`config.mk`:
```
export PLATFORM = sky130hd
export DESIGN_NAME = inst_sram_responder
export DESIGN_NICKNAME = d
export VERILOG_FILES = /design/src/rtl/inst_sram_responder.sv
export SDC_FILE = /design/constraint.sdc
export NUM_CORES = 1
export LEC_CHECK = 0
export BUFFER_PORTS_ARGS = -buffer_cell sky130_fd_sc_hd__buf_4
export CAP_MARGIN = 20
export CORE_AREA = 2 2 142 116
export DETAILED_ROUTE_END_ITERATION = 16
export DIE_AREA = 0 0 144 118
export PLACE_DENSITY = 0.77
export SLEW_MARGIN = 5
export SYNTH_ARGS = -nofsm -noshare
export SYNTH_HDL_FRONTEND = slang
export SYNTH_SLANG_ARGS = --single-unit
export TNS_END_PERCENT = 20
```
`constraint.sdc`:
```
create_clock -name clk -period 6.7 [get_ports clk]
set_clock_uncertainty 0.1 [all_clocks]
set_input_delay 0.335 -clock clk [delete_from_list [all_inputs] [get_ports clk]]
set_output_delay 0.335 -clock clk [all_outputs]
set_load 0.05 [all_outputs]
```
`src/rtl/inst_sram_responder.sv`:
```
// inst_sram_responder: in-order SRAM-style responder over a synchronous RAM,
// tracking up to OUTSTANDING requests, each answered no sooner than LATENCY cycles.
module inst_sram_responder #(
    parameter int OUTSTANDING = 2,
    parameter int LATENCY     = 2
) (
    input  logic        clk,
    input  logic        reset,
    input  logic        sram_en,
    input  logic        sram_wr,
    input  logic [1:0]  sram_size,
    input  logic [3:0]  sram_wen,
    input  logic [31:0] sram_addr,
    input  logic [31:0] sram_wdata,
    output logic        sram_addr_ok,
    output logic [31:0] sram_addr_ok_addr,
    output logic        sram_data_ok,
    output logic [31:0] sram_rdata,
    input  logic        stall,
    output logic        ram_en,
    output logic [3:0]  ram_we,
    output logic [29:0] ram_addr,
    output logic [31:0] ram_wdata,
    input  logic [31:0] ram_rdata
);
    logic [1:0]  head, tail, cap_idx;
    logic [2:0]  count;
    logic        cap_pend, accept, retire, cap_head;
    logic [3:0]  e_wr, e_cap;
    logic [3:0]  e_cd [4];
    logic [31:0] e_data [4];
    logic [31:0] head_data;
    logic        unused_size;

    function automatic logic [1:0] nxt(input logic [1:0] p);
        return (p == 2'(OUTSTANDING - 1)) ? 2'd0 : p + 2'd1;
    endfunction

    assign unused_size       = ^sram_size;
    assign accept            = ~reset & sram_en & ~stall & (count < 3'(OUTSTANDING));
    // The newest entry gets its RAM word one cycle after acceptance; if that entry is
    // already the head with no countdown left, forward the RAM output directly.
    assign cap_head          = cap_pend & (cap_idx == head);
    assign head_data         = cap_head ? (e_wr[head] ? 32'h0 : ram_rdata) : e_data[head];
    assign retire            = ~reset & (count != 3'd0) & (e_cd[head] == 4'd0) & (e_cap[head] | cap_head);
    assign sram_addr_ok      = accept;
    assign sram_addr_ok_addr = accept ? sram_addr : 32'h0;
    assign sram_data_ok      = retire;
    assign sram_rdata        = retire ? head_data : 32'h0;
    assign ram_en            = accept;
    assign ram_we            = (accept & sram_wr) ? sram_wen : 4'h0;
    assign ram_addr          = sram_addr[31:2];
    assign ram_wdata         = sram_wdata;

    always_ff @(posedge clk) begin
        if (reset) begin
            head     <= 2'd0;
            tail     <= 2'd0;
            count    <= 3'd0;
            cap_pend <= 1'b0;
            cap_idx  <= 2'd0;
            e_cap    <= 4'h0;
        end else begin
            for (int i = 0; i < 4; i++)
                if (e_cd[i] != 4'd0) e_cd[i] <= e_cd[i] - 4'd1;
            if (cap_pend) begin
                e_cap[cap_idx]  <= 1'b1;
                e_data[cap_idx] <= e_wr[cap_idx] ? 32'h0 : ram_rdata;
            end
            if (accept) begin
                e_wr[tail]  <= sram_wr;
                e_cd[tail]  <= 4'(LATENCY - 1);
                e_cap[tail] <= 1'b0;
                tail        <= nxt(tail);
            end
            if (retire) head <= nxt(head);
            count    <= count + {2'b0, accept} - {2'b0, retire};
            cap_pend <= accept;
            cap_idx  <= tail;
        end
    end
endmodule

```
# After elaboration in Yosys (flattened, before gate mapping)
# Memories as Yosys holds them, arrays and structs flattened. A register that Yosys moved wholly into a read port is not among the register bits.
# Cells that the tools add are included.
[totals]
ff_bits = 18
latch_bits = 0
ram_bits = 144
romBits = 0
inputBits = 107
out_inout_bits = 133
word_cells = 93
mem_count = 2
[mem_list]
columns = ["name", "depth", "width", "read_ports", "rd_clocked_by_memory_dff", "write_ports", "line_no", "source"]
rows = [
  ["e_data", 4, 32, 1, 1, 1, "31", "logic [31:0] e_data [4];"],
  ["e_cd", 4, 4, 5, 1, 5, "30", "logic [3:0] e_cd [4];"],
]
[op_classes]
n_addsub = 8
multipliers = 0
div_mod_pow = 0
n_lt_le_gt_ge = 6
eq_ne = 3
n_shift = 0
n_mux = 44
bitwise = 14
reduce_logical = 9
[op_table]
columns = ["operator", "count"]
rows = [
  ["$mux W32", 5],
  ["$mux W1", 23],
  ["$mux W4", 4],
  ["$reduce_bool A4 Y1", 4],
  ["$sub A4 B1 Y4 const B", 4],
  ["$mux W2", 6],
  ["$lt A2 B3 Y1 const B", 3],
  ["$and A1 B1 Y1", 8],
  ["$bmux W1 S2", 3],
  ["$add A2 B1 Y2 const B", 2],
  ["$and A4 B4 Y4", 1],
  ["$bwmux W4", 1],
  ["$demux W1 S2", 2],
  ["$eq A2 B1 Y1 const B", 2],
  ["$ge A2 B1 Y1 const B", 2],
  ["$logic_not A4 Y1", 1],
  ["$not A4 Y4", 1],
  ["$or A4 B4 Y4", 1],
  ["$add A3 B1 Y3", 1],
  ["$lt A3 B2 Y1 const B", 1],
  ["$reduce_bool A3 Y1", 1],
  ["$sub A3 B1 Y3", 1],
  ["$eq A2 B2 Y1", 1],
  ["$logic_and A1 B1 Y1", 2],
  ["other kinds (3)", 4],
]

# Longest topological paths before layout
[logic_depth]
depth_word = 9
ltp_mapped = 14
ltp_nobuf = 12

# Worst setup path after synthesis
# Ideal clock, no wire load.
[synth_timing]
kind = "input -> register"
start = "input port reset"
end = "memory e_data[0][0], enable pin"
arrival_time_ns = 4.101
required_time_ns = 6.087
slack_ns = 1.986
stages = 3
path_cell_list = "clkbuf_1 buf_1 nor4b_1"
[synth_between]
elab_chain_cells = 2
[synth_lines]
columns = ["item", "line_no", "source"]
rows = [
  ["from (decl)", "8", "input logic reset,"],
  ["$mux W1", "56", "if (reset) begin"],
  ["$mux W1", "68", "e_data[cap_idx] <= e_wr[cap_idx] ? 32'h0 : ram_rdata;"],
  ["to (decl)", "31", ""],
]
# Every way passes these cells.

==> results.json <==
{
  "netlist_instances": 557,
  "fp.coreArea_um2": 15500,
  "path_class": "reg2reg",
  "wl_per_cell_um": 19.2,
  "rsz0062_at_grt": "no",
  "h-tree-depth": 4,
  "holdWs_ps": 67.1,
  "syn_nets": 672,
  "clock_sinks": 164,
  "status": "finished, final reports clean",
  "antenna_cells": 0,
  "final_cell_mix": "buf_4 (180), edfxtp_1 (132), nor2_1 (50), nor2b_1 (36), mux4_2 (35)",
  "final_common_cell": "buf_4",
  "fillers": 1227,
  "cap_violations": 0,
  "power.density_nw_per_um2": 269,
  "initial_utilization_pct": 49.3,
  "path_cells": "buf_4 -> nand3b_1 -> o311ai_4 -> nand3_4 -> inv_2 -> ha_1 -> inv_1 -> ha_1 -> inv_1 -> fa_1 -> xnor2_1 -> nor2_1",
  "crit_family": "buffers and inverters",
  "cp_max_fo": 34,
  "ys_seq_area_share_pct": 60.1,
  "syn-cell-area_um2": 7660,
  "cpMaxStageDelayCell": "dfxtp_2",
  "critPathCaptureType": "flop",
  "cts_tree": "done",
  "die_h_um": 118,
  "synthToLayoutAreaGrowth_pct": 20.2,
  "hpwl_um": 11400,
  "grt_pass1_vias": 5088,
  "tightest_slew_ps": 962,
  "finalSetupTns_ps": 0,
  "overflow": 0,
  "layout_min_cycle_time_ps": 3530,
  "pre_cts_slack_ps": 3100,
  "slew_headroom_pct": 35.7,
  "power.leakage_nw": 3.54,
  "post-route-period-util_pct": 52.7,
  "grt_usage_pct": 20.6,
  "gp_congestion": 0.905,
  "drive_gt1_share_pct": 38.0,
  "hold_violations": 0,
  "postCtsResizedCells": 0,
  "hold_class": "in2reg",
  "portBuffers": 173,
  "grt_start_max_net_pins": 45,
  "drt-initial-drc-count": 349,
  "cts_root_buf": "clkbuf_16",
  "vias_per_cell": 5.40,
  "synth_cell_type_count": 42,
  "clockBufferDepth": 2,
  "drv_slew": 0,
  "finalWorstSetupSlack_ps": 3170,
  "worstPathArrival_ps": 3730,
  "clock_latency_ps": 420,
  "ant_nets": 0,
  "wl_um": 17100,
  "die_w_um": 144,
  "hold_buffers": 1,
  "dieArea_um2": 17000,
  "post_cts_buffers": 0,
  "drt_pass1_iterations": 5,
  "setup_viol_count_final": 0,
  "numCtsBuffers": 17,
  "path_clk_slew_ps": 60,
  "fmax_mhz": 283,
  "nets": 776,
  "max-vdd-ir-drop_v": 0.000175,
  "multi_input_area_um2": 2330,
  "power_mw": 2.47,
  "syn_avg_cell_area_um2": 13.8,
  "ys_warn_count": 0,
  "critical_path.max_stage_delay_ps": 660,
  "r2r_slack_ps": 3170,
  "vias": 4798,
  "drcViolationCount": 0,
  "antenna_found_initial": 0,
  "ff_latch_area_um2": 4610,
  "crit_required_ps": 6900,
  "rows": 41,
  "synth_seq_cells": 164,
  "crit_buf_inv": 4,
  "grt_pass1_wl_um": 26200,
  "setup.worst_path.start_class": "flop",
  "io_pins": 240
}
-- registers in the layout (all words and copies together) (netlist names), named ones only --
register,flops
cap_idx,2
cap_pend,1
count,3
e_cap,4
e_cd,16
e_data,128
e_wr,4
head,2
tail,2
-- layout make-up --
type	count	share of cell area, %
multi-input combinational	275	25.3
clock inverter	10	0.733
tap	215	2.92
clock buffer	22	5.39
timing repair buffer	181	14.8
inverter	22	0.896
sequential	164	50.0
-- metrics by stage --
stage                     cell area [um^2]  instances  util [%]
after global placement                8640        856      55.6
after CTS                             9210        889      59.3
after floorplan                       7660        557         -
after global routing                  9210        889      59.3
after detailed placement              8640        856      55.6
final                                 9210        889      59.3
-- cells by family after synthesis --
logic type	Yosys count	synth area share [%]
buffers and inverters	118	9.59
multiplexers	36	10.4
XOR/XNOR	10	1.14
adder cells (fa/ha/maj)	8	1.40
flip-flops	164	60.1
AO/OA/AOI/OAI	61	5.58
AND/OR/NAND/NOR	160	11.8
-- report_power, final --
group	internal (mW)	switching, mW
registers	1.16	0.0528
clock network	0.528	0.377
logic	0.153	0.207
-- synth_stat cells (all sizes together) --
master  count  area share, %
nand4b      3           0.34
and3b       1           0.11
mux4       35             10
and4        3           0.34
a22oi      32            3.1
nand2       7           0.34
nor2       51            2.6
mux2i       1           0.13
nor4bb      1           0.13
a21oi      12           0.83
ha          7            1.1
edfxtp    132             52
nand2b      3           0.24
and4bb      1           0.16
dfxtp      32            8.4
nor4b       1           0.11
o311ai      1           0.34
or4         1          0.098
nor3        8           0.52
nor3b       1          0.098
xor2        1           0.11
a211oi      4           0.39
a31oi       6           0.49
o21ai       6           0.39
fa          1           0.26
or3         1           0.15
clkbuf     18           0.88
nor2b      36            2.9
and3        6           0.49
nand3       2           0.29
nand3b      1          0.098
and2       33            2.7
buf        78            7.6
inv        22            1.1
xnor2       9            1.0
-- final timing paths --
kind              cells past startpoint    endpoint       start
hold reg to reg                       2  e_cd[1][2]  e_cd[1][2]
setup / recovery                     12    count[2]        flop
hold / removal                        1     e_wr[0]     sram_wr
setup reg to reg                     12    count[2]        flop
-- worst register-to-register path, stage by stage (launching register included) --
cell	delay, ps
dfxtp_2	660
buf_4	520
nand3b_1	210
o311ai_4	140
nand3_4	430
inv_2	240
ha_1	260
inv_1	60
ha_1	140
inv_1	50
fa_1	390
xnor2_1	180
nor2_1	50
-- metal layers --
metal	global-route usage, %	routed length, um	vias to the layer above
met5	0	0	-
met4	6.86	245	0
met3	5.70	1040	18
met2	36.5	9130	202
met1	24.0	6670	2396
li1	-	-	2182
Power figures use the tool's default switching activity.
